`src/rtl/fifo_reader.sv`:
```
// fifo_reader: read-side controller for an 8-bit synchronous FIFO.
// Pops the FIFO while there is guaranteed buffer room, captures the registered
// FIFO output one cycle after each pop, and streams bytes out on valid/ready.
module fifo_reader #(
   parameter int unsigned WIDTH     = 8,
   parameter int unsigned BUF_DEPTH = 4,
   parameter int unsigned CNT_W     = 16
) (
   input  logic             clk,
   input  logic             reset,
   input  logic             enable,
   input  logic             fifo_empty,
   input  logic             fifo_underflow,
   input  logic [WIDTH-1:0] fifo_out,
   output logic             fifo_rd_en,
   output logic [WIDTH-1:0] m_data,
   output logic             m_valid,
   input  logic             m_ready,
   output logic             busy,
   output logic [CNT_W-1:0] count,
   output logic             err
);

   localparam int unsigned PTR_W = $clog2(BUF_DEPTH);
   localparam int unsigned OCC_W = PTR_W + 1;
   localparam logic [OCC_W:0] DEPTH_CMP = BUF_DEPTH[OCC_W:0];

   // Control state is implied by (inflight, occ); this is a decoded view of it.
   typedef enum logic [1:0] {StIdle, StRun, StDrain} state_t;

   logic [WIDTH-1:0] buf_mem [BUF_DEPTH];
   logic [PTR_W-1:0] rd_ptr;
   logic [PTR_W-1:0] wr_ptr;
   logic [OCC_W-1:0] occ;
   logic             inflight;
   logic [OCC_W:0]   pending;
   logic             capture;
   logic             deliver;
   state_t           state;

   // Slots already committed: buffered bytes plus the one still on the FIFO output.
   assign pending = {1'b0, occ} + {{OCC_W{1'b0}}, inflight};

   // Pop only when a slot is guaranteed for the byte, so the buffer never overruns.
   assign fifo_rd_en = enable && !fifo_empty && !reset && (pending < DEPTH_CMP);

   assign capture = inflight;
   assign deliver = m_valid && m_ready;

   assign m_valid = (occ != '0);
   assign m_data  = buf_mem[rd_ptr];
   assign busy    = (state != StIdle);

   // Decode control state from the registered occupancy and in-flight flag.
   always_comb begin
      state = StIdle;
      if (inflight || (occ != '0)) begin
         state = enable ? StRun : StDrain;
      end
   end

   // Buffer storage: the byte popped last cycle lands at the write pointer.
   always_ff @(posedge clk or posedge reset) begin
      if (reset) begin
         for (int unsigned i = 0; i < BUF_DEPTH; i++) begin
            buf_mem[i] <= '0;
         end
      end else if (capture) begin
         buf_mem[wr_ptr] <= fifo_out;
      end
   end

   // Pointers, occupancy and in-flight tracking; capture and delivery may coincide.
   always_ff @(posedge clk or posedge reset) begin
      if (reset) begin
         rd_ptr   <= '0;
         wr_ptr   <= '0;
         occ      <= '0;
         inflight <= 1'b0;
      end else begin
         inflight <= fifo_rd_en;
         if (capture) begin
            wr_ptr <= wr_ptr + PTR_W'(1);
         end
         if (deliver) begin
            rd_ptr <= rd_ptr + PTR_W'(1);
         end
         occ <= occ + {{PTR_W{1'b0}}, capture} - {{PTR_W{1'b0}}, deliver};
      end
   end

   // Delivered-byte counter, wraps naturally.
   always_ff @(posedge clk or posedge reset) begin
      if (reset) begin
         count <= '0;
      end else if (deliver) begin
         count <= count + CNT_W'(1);
      end
   end

   // Sticky error: FIFO underflow or a pop request against an empty FIFO.
   always_ff @(posedge clk or posedge reset) begin
      if (reset) begin
         err <= 1'b0;
      end else if (fifo_underflow || (fifo_rd_en && fifo_empty)) begin
         err <= 1'b1;
      end
   end

endmodule

```
`config.mk`:
```
export PLATFORM = sky130hd
export DESIGN_NAME = fifo_reader
export DESIGN_NICKNAME = d
export VERILOG_FILES = /design/src/rtl/fifo_reader.sv
export SDC_FILE = /design/constraint.sdc
export NUM_CORES = 1
export LEC_CHECK = 0
export CORE_ASPECT_RATIO = 0.8
export CORE_MARGIN = 3
export CORE_UTILIZATION = 38
export DETAILED_ROUTE_END_ITERATION = 12
export HOLD_SLACK_MARGIN = 0.06
export PLACE_DENSITY_LB_ADDON = 0.1
export SETUP_SLACK_MARGIN = 0.1
export SKIP_LAST_GASP = 1
export SLEW_MARGIN = 15
export SYNTH_ARGS = -nofsm -noshare
export SYNTH_HDL_FRONTEND = slang
export SYNTH_SLANG_ARGS = --single-unit
```
`constraint.sdc`:
```
create_clock -name clk -period 2.5 [get_ports clk]
set_input_delay 0.75 -clock clk [delete_from_list [all_inputs] [get_ports clk]]
set_output_delay 0.75 -clock clk [all_outputs]
set_load 0.03 [all_outputs]
```
==> summary.txt <==
Outcome
  – Outcome: finished, final reports clean

Clocking
  – Clock sink count: 57
  – Clock edge transition at the registers on the reported setup and hold paths: about 0.06 ns
  – Number of H-tree branching levels: 3
  – Cts bufs inserted: 9
  – Buffer levels on the longest clock path: 2
  – CTS Hold Buffers Added: 0
  – Clock Latency Late Sink: between 0.3 and 0.4 ns
  – Clock tree from TritonCTS: done
  – Root buffer selected by CTS: sky130_fd_sc_hd__clkbuf_8

Drt
  – Number of optimization iterations in the first detailed-route pass: 4
  – Total wirelength of the detailed-routed design: around 5300 µm
  – Post-route DRC: 0
  – Drt first-iter violations: 50
  – Routed via count divided by cell count: around 5
  – Antenna viol nets, final: 0
  – Routed length per instance: about 16 µm
  – Via total after detailed routing: 1630

Yosys
  – Prevailing post-synth register cell: sky130_fd_sc_hd__dfrtp_1
  – Number of flops mapped to enable cells by yosys: 0
  – Sequential cell area fraction in the yosys report: between 50% and 60%
  – Post-synth design cell area: 2580 µm²
  – Cells taking the most area after synthesis: sky130_fd_sc_hd__dfrtp_1 55%, sky130_fd_sc_hd__mux2_2 14%, sky130_fd_sc_hd__mux4_2 7.0%
  – Number of warning messages in the yosys log: 0
  – Fraction of synthesized cell area taken by the top area cell type: 55.4%
  – Cells after Synth: between 150 and 200
  – Dominant cell type by area after synthesis: sky130_fd_sc_hd__dfrtp_1
  – Synth async-reset ratio: 100%
  – Total of flip-flops plus latches after synthesis: 57
  – Syn nets: ~210
  – Number of distinct standard cells referenced by the synthesized netlist: 27
  – Mean cell area of the mapped netlist: ~14 µm²

Layout
  – Design Area, Final: between 3000 and 4000 µm²
  – Relative area change from synthesis to final layout: 30.5%
  – Final core area utilization: roughly 52%
  – Post-route insts no fill: between 300 and 400
  – Layout cell share with drive strength beyond 1: 35.9%
  – Most frequent standard cell in the layout excluding fill and tap cells: sky130_fd_sc_hd__dfrtp_1
  – Antenna cells: 0
  – Count of filler cells inserted in the layout: 555
  – Final net count: 268
  – Commonest non-fill, non-tap cells in the layout: 57 x sky130_fd_sc_hd__dfrtp_1, 32 x sky130_fd_sc_hd__mux2_2, 30 x sky130_fd_sc_hd__clkdlybuf4s50_1

Timing
  – RSZ-0062 raised after global routing: true
  – Worst-case clock skew: 0.00537 ns
  – Post-route worst hold slack: 0.483 ns
  – Maximum clock frequency: 0.421 GHz
  – Min cycle time layout: 2.38 ns
  – Total count of hold-check failures in the final report: 0
  – Slew at the pin closest to its max-slew limit: between 0.4 and 0.5 ns
  – Worst relative slew slack: slightly below 70%
  – Post-layout worst setup margin: roughly 0.12 ns
  – Final setup viols: 0
  – Period Utilization, post-route: between 90% and 100%
  – Slew Viols, Final: 0
  – Setup TNS: 0 ns

Place
  – Number of placed cells counting well taps: 315
  – Placement-stage cell area: between 3000 and 4000 µm²
  – DPL Wire Length: about 3800 µm
  – Worst setup slack before clock tree synthesis: -0.0595 ns
  – Routability Congestion: 0.795
  – Buffers on Ports: between 40 and 50

Run
  – Count of max-cap constraint violations: 0

Floorplan
  – Cell Rows: 26
  – Effective utilization at floorplan: between 30% and 40%
  – Ports: 42
  – Chip height: 79.6 µm
  – Die width: 98.1 µm
  – Floorplan Core Area: approximately 6500 µm²
  – Area of the die: 7810 µm²

Worst setup path
  – Type of element capturing the critical path: primary output
  – Critical Setup Path Class: in -> out
  – Flop-to-flop setup slack: ~0.40 ns
  – Critical path, cell by cell: clkdlybuf4s50_1, nor2_1, and3_1, buf_6
  – Required time of the critical path: ~1.8 ns
  – Reg-to-Reg End: occ[2]$_DFF_PP0_
  – Worst reg-to-reg path cell count: 10
  – Slowest CP cell: sky130_fd_sc_hd__clkdlybuf4s50_1
  – CP max stage delay: a little under 0.5 ns
  – Reg-to-Reg Start: occ[1]$_DFF_PP0_
  – Largest fanout of any net on the critical path: 2
  – Data arrival at the endpoint of the critical path: 1.63 ns
  – Startpoint Class: input pin

Global route
  – Total Routing Usage GR: 15.1%
  – Global-route wire length before repair: roughly 9000 µm
  – Vias in the first global route: 1770
  – Initial antenna violation count: 0
  – Largest net degree at the start of global routing: 57
  – Residual overflow from global routing: 0

Power
  – Leakage power: 1.49 nW
  – Max IR drop VDD: 0.000631 V
  – Total power: 4.10 mW
  – Cell Pwr Density: approximately 1200 nW/µm²
  – Sw Share: between 30% and 40%
  – Net switching component of the power: 1.49 mW
  – Logic gate share of total power: 43.8%
  – Share of total power in sequential cells: approximately two fifths
  – Clock Power Share: between 10% and 20%
  – Internal Pwr Total: roughly 2.6 mW

Worst hold path
  – Worst Hold Path EP: err$_DFFE_PP0P_
  – Launch instance of the worst min-delay path: err$_DFFE_PP0P_
  – Worst hold path type: reg -> reg
  – Cell depth of the worst min-delay path: 1
what timing repair did:
action / in CTS / in global routing
setup buffers: 3 / 0
cloned: 0 / 0
gates resized for setup: 46 / 10
pin swaps: 3 / 0
setup endpoints to repair: 11 / 4
worst max-delay path: cells and delay by family:
family	cells	cell delay (ns)
buffers and inverters	2	0.63
AND/OR/NAND/NOR	2	0.24
power groups by stage:
stage | clock network [mW] | logic, mW | registers (mW)
3_3_place_gp | 0 | 1.79 | 1.53
4_1_cts | 0.767 | 1.79 | 1.56
3_5_place_dp | 0 | 1.86 | 1.57
6_report | 0.740 | 1.79 | 1.56
2_1_floorplan | 0 | 1.14 | 1.61
5_1_grt | 0.799 | 1.94 | 1.62
registers in the layout, summed over array words and instances (netlist names):
signal	count
capture	1
occ	3
rd_ptr	2
buf_mem	32
count	16
err	1
wr_ptr	2
cell usage after synthesis (2+ instances only):
library cell and n:
sky130_fd_sc_hd__and3_1 3, sky130_fd_sc_hd__inv_1 9, sky130_fd_sc_hd__mux2_2 32, sky130_fd_sc_hd__nor3_1 3, sky130_fd_sc_hd__nor2_1 5, sky130_fd_sc_hd__xor2_1 8
sky130_fd_sc_hd__nand2_1 15, sky130_fd_sc_hd__nand4_1 2, sky130_fd_sc_hd__xnor2_1 11, sky130_fd_sc_hd__ha_1 8, sky130_fd_sc_hd__mux4_2 8, sky130_fd_sc_hd__buf_2 2
sky130_fd_sc_hd__dfrtp_1 57, sky130_fd_sc_hd__nand3_1 6
cell families (layout without fill, tap and decap cells):
family	Yosys count	count (layout)	share of synthesized area, %
multiplexers	40	40	21.0
flip-flops	57	57	55.4
buffers and inverters	12	78	1.85
XOR/XNOR	19	19	6.46
adder cells (fa/ha/maj)	9	9	4.66
AO/OA/AOI/OAI	3	3	1.26
AND/OR/NAND/NOR	42	42	9.42
area by class of cell:
| type | count | area (µm²) | share of cell area (%) |
|---|---|---|---|
| clock inverter | 3 | 17.5 | 0.521 |
| tap | 84 | 105 | 3.13 |
| sequential | 57 | 1430 | 42.4 |
| inverter | 9 | 33.8 | 1.01 |
| timing repair buffer | 55 | 505 | 15.0 |
| multi-input combinational | 113 | 1120 | 33.4 |
| clock buffer | 11 | 151 | 4.50 |
layer usage:
layer | GRT usage [%] | part of all wire (%) | up-vias
met3 | 6.11 | 5.5 | 11
met5 | 0 | 0 | -
met2 | 24.3 | 49 | 41
met4 | 5.26 | 1.9 | 0
met1 | 18.4 | 43 | 819
li1 | - | - | 759
worst max path at each step:
stage	from	to	slack, ns	cells past startpoint
4_1_cts	rd_ptr[0]$_DFFE_PP0P_	m_data[5]	-0.06	3
6_report	reset	fifo_rd_en	0.12	4
2_1_floorplan	reset	buf_mem[0]$_DFFE_PP0P_	0.35	1
3_5_place_dp	m_ready	occ[2]$_DFF_PP0_	-0.06	9
3_3_place_gp	m_ready	occ[2]$_DFF_PP0_	0.02	9
5_1_grt	occ[1]$_DFF_PP0_	fifo_rd_en	0.03	6
Power figures use the tool's default switching activity.
